`src/rtl/point_packet_scheduler.sv`:
```
// point_packet_scheduler
// Sends the four centroids of the multi-point finder to the host link once per
// (decimated) camera frame. The end of a frame is taken from the falling edge of
// VGA_VS. At that point the point inputs are snapshotted. The snapshot is then
// sent as a 20-byte packet:
//   SYNC0, SYNC1, frame, H0..V3 (big-endian), checksum
// The bytes go out over a valid/ready byte interface.
//
// Ports:
//   CLK, RESET_N             clock, asynchronous active-low reset
//   VGA_VS                   vertical sync, high during the active frame
//   SEND_EN                  level enable for starting packets
//   POINTS_H_0..3/V_0..3     live 16-bit point coordinates
//   TX_READY                 downstream accepts the presented byte
//   TX_DATA, TX_VALID        presented byte and its qualifier
//   BUSY                     packet in progress
//   FRAME_CNT                packets started (wraps)
//   DROP_CNT                 eligible frames lost while busy (saturates)
module point_packet_scheduler #(
    parameter int unsigned DECIMATE = 1,
    parameter logic [7:0]  SYNC0    = 8'hAA,
    parameter logic [7:0]  SYNC1    = 8'h55
) (
    input  logic        CLK,
    input  logic        RESET_N,
    input  logic        VGA_VS,
    input  logic        SEND_EN,
    input  logic [15:0] POINTS_H_0,
    input  logic [15:0] POINTS_H_1,
    input  logic [15:0] POINTS_H_2,
    input  logic [15:0] POINTS_H_3,
    input  logic [15:0] POINTS_V_0,
    input  logic [15:0] POINTS_V_1,
    input  logic [15:0] POINTS_V_2,
    input  logic [15:0] POINTS_V_3,
    input  logic        TX_READY,
    output logic [7:0]  TX_DATA,
    output logic        TX_VALID,
    output logic        BUSY,
    output logic [7:0]  FRAME_CNT,
    output logic [7:0]  DROP_CNT
);

    localparam logic [4:0] LAST_IDX = 5'd19;

    typedef enum logic {IDLE, SEND} state_t;

    state_t      state, state_next;
    logic        vs_q;
    logic        fe;
    logic        eligible;
    logic        xfer;
    logic        start;
    logic        finish;
    logic [7:0]  dc;
    logic [4:0]  idx;
    logic [4:0]  next_idx;
    logic [3:0]  field;
    logic [7:0]  next_byte;
    logic [7:0]  csum;
    logic [7:0]  snap_frame;
    logic [15:0] snap_h [4];
    logic [15:0] snap_v [4];

    assign fe       = vs_q & ~VGA_VS;
    assign eligible = fe & SEND_EN & (dc == 8'd0);
    assign xfer     = TX_VALID & TX_READY;
    assign BUSY     = (state == SEND);

    // Next-state logic.
    always_comb begin
        // NOTE: every output of a combinational block gets a default first so no latch is inferred.
        state_next = state;
        start      = 1'b0;
        finish     = 1'b0;
        case (state)
            IDLE: if (eligible) begin
                start      = 1'b1;
                state_next = SEND;
            end
            SEND: if (xfer && idx == LAST_IDX) begin
                finish     = 1'b1;
                state_next = IDLE;
            end
            default: state_next = IDLE;
        endcase
    end

    // Byte presented after the current one transfers. Bytes 3..18 walk the
    // snapshot point by point: H hi, H lo, V hi, V lo.
    assign next_idx = idx + 5'd1;
    assign field    = 4'(next_idx - 5'd3);

    always_comb begin
        next_byte = 8'h00;
        if (next_idx == 5'd1) begin
            next_byte = SYNC1;
        end else if (next_idx == 5'd2) begin
            next_byte = snap_frame;
        end else if (next_idx == LAST_IDX) begin
            next_byte = csum;
        end else if (next_idx >= 5'd3 && next_idx <= 5'd18) begin
            case (field[1:0])
                2'd0:    next_byte = snap_h[field[3:2]][15:8];
                2'd1:    next_byte = snap_h[field[3:2]][7:0];
                2'd2:    next_byte = snap_v[field[3:2]][15:8];
                default: next_byte = snap_v[field[3:2]][7:0];
            endcase
        end
    end

    always_ff @(posedge CLK or negedge RESET_N) begin
        if (!RESET_N) begin
            state     <= IDLE;
            vs_q      <= 1'b0;
            dc        <= 8'd0;
            idx       <= 5'd0;
            csum      <= 8'd0;
            TX_DATA   <= 8'h00;
            TX_VALID  <= 1'b0;
            FRAME_CNT <= 8'd0;
            DROP_CNT  <= 8'd0;
        end else begin
            // NOTE: sequential state uses non-blocking assignments so every register samples pre-edge values.
            state <= state_next;
            vs_q  <= VGA_VS;

            if (!SEND_EN)
                dc <= 8'd0;
            else if (fe)
                dc <= (dc == 8'(DECIMATE - 1)) ? 8'd0 : dc + 8'd1;

            // An eligible frame that arrives while a packet is still open is
            // dropped. This includes the edge that transfers the last byte.
            if (eligible && state == SEND && DROP_CNT != 8'hFF)
                DROP_CNT <= DROP_CNT + 8'd1;

            if (start) begin
                FRAME_CNT <= FRAME_CNT + 8'd1;
                TX_DATA   <= SYNC0;
                TX_VALID  <= 1'b1;
                idx       <= 5'd0;
                csum      <= 8'd0;
            end else if (finish) begin
                TX_VALID <= 1'b0;
                idx      <= 5'd0;
            end else if (state == SEND && xfer) begin
                idx     <= next_idx;
                TX_DATA <= next_byte;
                // The checksum accumulates as bytes 2..18 are presented. It is
                // therefore complete by the time byte 19 is selected.
                if (next_idx >= 5'd2 && next_idx <= 5'd18)
                    csum <= csum + next_byte;
            end
        end
    end

    // The snapshot is only read after it has been loaded.
    always_ff @(posedge CLK) begin
        // NOTE: the snapshot registers are deliberately left out of reset; nothing reads them before a load.
        if (start) begin
            snap_frame <= FRAME_CNT;
            snap_h[0]  <= POINTS_H_0;
            snap_h[1]  <= POINTS_H_1;
            snap_h[2]  <= POINTS_H_2;
            snap_h[3]  <= POINTS_H_3;
            snap_v[0]  <= POINTS_V_0;
            snap_v[1]  <= POINTS_V_1;
            snap_v[2]  <= POINTS_V_2;
            snap_v[3]  <= POINTS_V_3;
        end
    end

endmodule

```
`config.mk`:
```
export PLATFORM = sky130hd
export DESIGN_NAME = point_packet_scheduler
export DESIGN_NICKNAME = d
export VERILOG_FILES = /design/src/rtl/point_packet_scheduler.sv
export SDC_FILE = /design/constraint.sdc
export NUM_CORES = 1
export LEC_CHECK = 0
export ABC_AREA = 1
export BUFFER_PORTS_ARGS = -buffer_cell sky130_fd_sc_hd__buf_4
export CAP_MARGIN = 0
export CORE_UTILIZATION = 42
export CTS_BUF_LIST = sky130_fd_sc_hd__clkbuf_8
export DETAILED_ROUTE_END_ITERATION = 6
export PLACE_DENSITY = 0.59
export SLEW_MARGIN = 20
export SYNTH_ARGS = -nofsm -noshare
export SYNTH_HDL_FRONTEND = slang
export SYNTH_SLANG_ARGS = --single-unit
```
`constraint.sdc`:
```
create_clock -name CLK -period 7.62 [get_ports CLK]
set_input_delay 1.524 -clock CLK [delete_from_list [all_inputs] [get_ports CLK]]
set_output_delay 1.524 -clock CLK [all_outputs]
set_load 0.02 [all_outputs]
```
Word level (Yosys, flattened, before mapping)
Memories as Yosys holds them, arrays and structs flattened.
Cells that the tools add are included.
Widths: inputs -> output; s select.
- bits in registers: 56
- bits in writable memories: 128
- input port bits: 133
- word-level logic and storage cells: 78
- memories kept: 2
- memories (name ; words ; bits a word ; rd ports ; clocked after Yosys merged registers in ; write ports ; line ; text):
    snap_h ; 4 ; 16 ; 1 ; 0 ; 4 ; 62 ; logic [15:0] snap_h [4];
    snap_v ; 4 ; 16 ; 1 ; 0 ; 4 ; 63 ; logic [15:0] snap_v [4];
- add/sub/neg operators: 6
- $lt $le $gt $ge: 3
- equality and inequality tests: 9
- multiplexer cells: 28
- bitwise operators: 6
- reductions and logical operators: 14
- operators by type and width (cell ; count):
    $mux 8 ; 14
    $add 8x1->8 const B ; 3
    $pmux 8 s3 ; 1
    $mux 5 ; 3
    $eq 5x5->1 const B ; 2
    $ge 5x2->1 const B ; 2
    $mux 1 ; 9
    $add 8x8->8 ; 1
    $logic_not 8->1 ; 1
    $ne 8x8->1 const B ; 1
    $logic_and 1x1->1 ; 6
    $reduce_bool 2->1 ; 3
    $add 5x1->5 const B ; 1
    $eq 5x1->1 const B ; 1
    $eq 5x2->1 const B ; 1
    $le 5x5->1 const B ; 1
    $and 1x1->1 ; 4
    $sub 4x2->4 const B ; 1
    $reduce_and 3->1 ; 1
    $reduce_bool 3->1 ; 1
    $eq 2x1->1 const B ; 1
    $eq 2x2->1 const B ; 1
    $logic_not 2->1 ; 1
    $ne 2x1->1 const B ; 1
    4 further kinds ; 5

Longest topological paths before layout
- depth after elaboration: 13
- mapped depth: 27
- mapped depth without buffers: 26

Least setup slack after synthesis
OpenSTA, ideal clock, no wires.
- kind: input to register
- start point: input VGA_VS
- end point: register csum[6]
- arrival: 3.846 ns
- path slack: 3.651 ns
- stages on the path: 10
- path buffers: 0
- cell sequence: inv_1 nand4_4 nor2_8 inv_2 nand2_4 nand2_4 inv_1 o21ai_2 nand2_1 o21ai_1
- word-level cells in the longest chain between the ends: 8
- elaborated cells between the ends (all ways): 11
- RTL lines (item ; line ; text):
    from (decl) ; 26 ; input logic VGA_VS,
    $not 1->1 * ; 65 ; assign fe = vs_q & ~VGA_VS;
    $and 1x1->1 * ; 65 ;
    $and 1x1->1 * (2 in series) ; 66 ; assign eligible = fe & SEND_EN & (dc == 8'd0);
    $mux 1 * ; 77 ; IDLE: if (eligible) begin
    $mux 1 * ; 76 ; case (state)
    via start ; 53 ; logic start;
    $ne 2x2->1 (no source line) or $reduce_bool 2->1 (tied branches) ; n/a ;
    $reduce_and 3->1 (no source line) ; n/a ;
    to (signal assigned) ; 153 ; csum <= csum + next_byte;
    to (decl) ; 60 ; logic [7:0] csum;
Mark *: on every way through the listed nets, which the timed path passes. The rest lies on a longest branch.
A chain may end at the register's enable or synchronous reset.

Final worst setup path
- start point: register idx[0]
- end point: register csum[7]
- word-level cells in the longest chain between the ends: 13
- elaborated cells between the ends (all ways): 32
- RTL lines (item ; line ; text):
    from (decl) ; 56 ; logic [4:0] idx;
    from (signal assigned) ; 148 ; idx <= next_idx;
    $add 5x1->5 ; 91 ; assign next_idx = idx + 5'd1;
    $sub 4x2->4 ; 92 ; assign field = 4'(next_idx - 5'd3);
    $mem_v2 4x16, or another cell as far along ; n/a ;
    $pmux 8 s3 ; 103 ; case (field[1:0])
    $mux 8 ; 102 ; end else if (next_idx >= 5'd3 && next_idx <= 5'd18) begin
    $mux 8 ; 100 ; end else if (next_idx == LAST_IDX) begin
    $mux 8 ; 98 ; end else if (next_idx == 5'd2) begin
    $mux 8 ; 96 ; if (next_idx == 5'd1) begin
    $add 8x8->8 ; 153 ;
    $mux 8 ; 152 ; if (next_idx >= 5'd2 && next_idx <= 5'd18)
    $mux 8 ; 147 ; end else if (state == SEND && xfer) begin
    $mux 8 ; 144 ; end else if (finish) begin
    $mux 8 ; 138 ; if (start) begin
Several ways; a longest one is shown, not always the timed one. The select of a mux whose other input is x is not followed.

==> results.py <==
metrics = {
    "synth": {
        "yosysSeqAreaShare_pct": 64.1,
        "synth_ff_type": "edfxtp_1",
        "syn_area_mm2": 0.00824,
        "synthArstFlopShare_pct": 26.1,
        "ys.warnings.count": 0,
        "syn_nets": 923,
        "avgSynthCellArea_um2": 10.7,
        "synth_edf_count": 136,
        "synth_top_area_share_pct": 49.5,
        "synth_largest_area_cell": "edfxtp_1",
        "netlist_instances": 770,
        "synth_cell_types": 40,
        "synth.area.top_cells": "edfxtp_1 50%, dfrtp_1 15%, nand2_1 10%",
        "synth_seq_cells": 184,
    },
    "power_and_ir_drop": {
        "pwr-share-seq_pct": 60.3,
        "switching_share_pct": 22.7,
        "p_int_uw": 1410,
        "p_leak_uw": 0.00441,
        "ir_worst_vdd_v": 0.000149,
        "p_switching_uw": 415,
        "power.density_mw_per_mm2": 182,
        "p_comb_share_pct": 6.1,
        "power_frac_clock_pct": 33.6,
    },
    "cts": {
        "worstSkewPairLatency_ns": 0.46,
        "cts_tree": "built",
        "post-cts-setup-buffer-count": 0,
        "cts-resized-gates": 0,
        "cts_sinks": 184,
        "cts-buffers-inserted": 17,
        "clockBufferDepth": 2,
        "htree_levels": 4,
        "cts_hold_buf": 0,
        "path_clk_slew_ns": 0.09,
        "cts_root_buf": "clkbuf_8",
    },
    "drt": {
        "drc": 0,
        "drtIter0Drc": 342,
        "wl_per_cell_um": 16.1,
        "wl_um": 19300,
        "first_pass_iters": 5,
        "avgViaCountPerCell": 4.83,
        "vias": 5800,
        "drtAntennaViolNets": 0,
    },
    "worst_setup_path": {
        "cp_max_fo": 30,
        "worstPathArrival_ns": 4.76,
        "reg2reg_setup_slack_ns": 3.25,
        "critPathLaunchType": "flop",
        "setup.worst_path.end_class": "flop",
        "r2r_cells": 22,
        "worstSetupPathType": "flop to flop",
        "crit_required_ns": 8.02,
    },
    "grt": {
        "grt-ovfl-total": 0,
        "grt_pass1_vias": 5706,
        "grt_max_degree": 79,
        "grt_pass1_wl_um": 30200,
        "antenna_found_initial": 0,
        "grt.total_usage_pct": 20.0,
    },
    "floorplanning": {
        "start_util_pct": 43.5,
        "coreArea_mm2": 0.0190,
        "fp.dieW_um": 142,
        "core.rowCount": 50,
        "io_pins": 159,
        "die_h_um": 142,
        "dieArea_mm2": 0.0202,
    },
    "sta": {
        "finalCritPeriodShare_pct": 57.3,
        "setup_viol": 0,
        "timing.max_slew.rel_slack_pct": 35.0,
        "tns_ns": 0,
        "rsz0062_at_grt": "false",
        "hold_viol": 0,
        "worstMarginPinSlew_ns": 0.975,
        "slew_violations": 0,
        "worst_slack_ns": 3.25,
        "fin_crit_ns": 4.37,
        "skew_ns": 0.0110,
        "max_freq_ghz": 0.229,
    },
    "finish": {
        "syn_to_final_growth_pct": 21.6,
        "antennaDiodeCount": 0,
        "fin_area_mm2": 0.0100,
        "nets": 1080,
        "fillers": 1698,
        "drive_gt1_share_pct": 23.6,
        "postLayoutCoreUtil_pct": 52.9,
    },
    "min_path": {
        "hold_depth": 2,
        "hp-class": "flop to flop",
    },
    "place": {
        "hpwl_um": 13400,
        "place_congestion": 0.849,
        "io_buffers": 158,
        "post-place-ws_ns": 3.24,
        "dpl_cell_area_mm2": 0.00966,
    },
    "run_status": {
        "status": "complete, no violations",
    },
    "job": {
        "cap_violations": 0,
    },
}
flip-flops by register name (all words and copies together), names as in the netlist:
| name | cells |
|---|---|
| FRAME_CNT | 8 |
| TX_VALID | 1 |
| csum | 8 |
| idx | 5 |
| snap_v | 64 |
| dc | 8 |
| snap_h | 64 |
| snap_frame | 8 |
| TX_DATA | 8 |
| vs_q | 1 |
| BUSY | 1 |
| DROP_CNT | 8 |
path summary, 6_finish.rpt:
kind / from / end
min reg2reg: csum[7] / csum[7]
max reg2reg: idx[0] / csum[7]
max: idx[0] / csum[7]
min in group asynchronous: RESET_N / DROP_CNT[3]
min: csum[7] / csum[7]
max in group asynchronous: RESET_N / csum[6]
cell families after synthesis:
family,Yosys count,synth area share [%]
compound gates,59,4.08
fa+ha+maj,20,3.13
flops,184,64.1
buf+inv,78,3.99
simple gates,392,20.4
xor+xnor,23,2.53
mux,14,1.71
cell usage in the layout, fill, tap and decap left out, drive strengths merged, types with 2 or more instances in the layout:
| master | count |
|---|---|
| o21ai | 31 |
| buf | 162 |
| nor3 | 4 |
| or2 | 2 |
| nor2 | 61 |
| o21bai | 5 |
| nand3 | 87 |
| dfrtp | 48 |
| mux2i | 13 |
| nand4 | 5 |
| edfxtp | 136 |
| xor2 | 14 |
| clkbuf | 17 |
| ha | 19 |
| nand2 | 232 |
| o22ai | 5 |
| inv | 55 |
| clkinv | 8 |
| xnor2 | 9 |
| a21oi | 14 |
| clkinvlp | 5 |
layer usage:
layer / part of all wire, % / wire length [um] / vias up / global-route usage, %
met3: 3.9 / 755 / 24 / 3.87
met5: 0 / 0 / - / 0
met4: 2.0 / 386 / 0 / 6.00
li1: - / - / 2907 / -
met2: 49 / 9540 / 137 / 33.7
met1: 45 / 8590 / 2732 / 26.2
layout make-up:
class / count / area, um2 / area share, %
Clock buffer: 17 / 234 / 2.33
Clock inverter: 15 / 128 / 1.27
Inverter: 54 / 203 / 2.02
Multi-Input combinational cell: 508 / 2630 / 26.3
Sequential cell: 184 / 5290 / 52.7
Tap cell: 260 / 325 / 3.25
Timing Repair Buffer: 162 / 1220 / 12.1
synthesized netlist by cell type (8+ instances only):
cell type and n:
a21oi_1 14, inv_1 42, o21ai_1 10, edfxtp_1 136
o21ai_0 20, buf_2 8, clkbuf_1 11, inv_2 9
ha_1 19, mux2i_1 13, nand2_1 226, nand3_1 87
xor2_1 13, xnor2_1 9, dfrtp_1 48, nor2_1 55
power groups by stage:
stage	Clock (uW)	Combinational [uW]	Sequential (uW)
2_1_floorplan	0	17.3	1140
3_3_place_gp	0	112	1120
3_5_place_dp	0	113	1120
4_1_cts	629	113	1100
5_1_grt	672	121	1100
6_report	614	112	1100
stage by stage:
step,std cells,hold slack (ns),total power [uW]
after floorplan,770,0.449,1150
after global placement,1168,0.474,1240
after detailed placement,1168,0.467,1240
after CTS,1200,0.493,1840
after global routing,1200,0.531,1900
final,1200,0.494,1830
worst max-delay path, stage by stage, from the launching register on:
cell and delay [ns]:
dfrtp_1 0.44, ha_1 0.66, inv_2 0.04, nand2_1 0.10, nand2_2 0.10, nor2_2 0.13, nand2_1 0.15, nand2_2 0.53
nand3_1 0.16, nand3_1 0.11, nand2_1 0.10, o21bai_1 0.17, nand2_1 0.07, nand2_1 0.08, nand2_1 0.12, ha_1 0.37
a21oi_1 0.09, o311ai_0 0.38, xor2_1 0.22, inv_1 0.06, nand3_1 0.08, nand3_1 0.08, nand2_1 0.06
(Power assumes the default switching activity.)
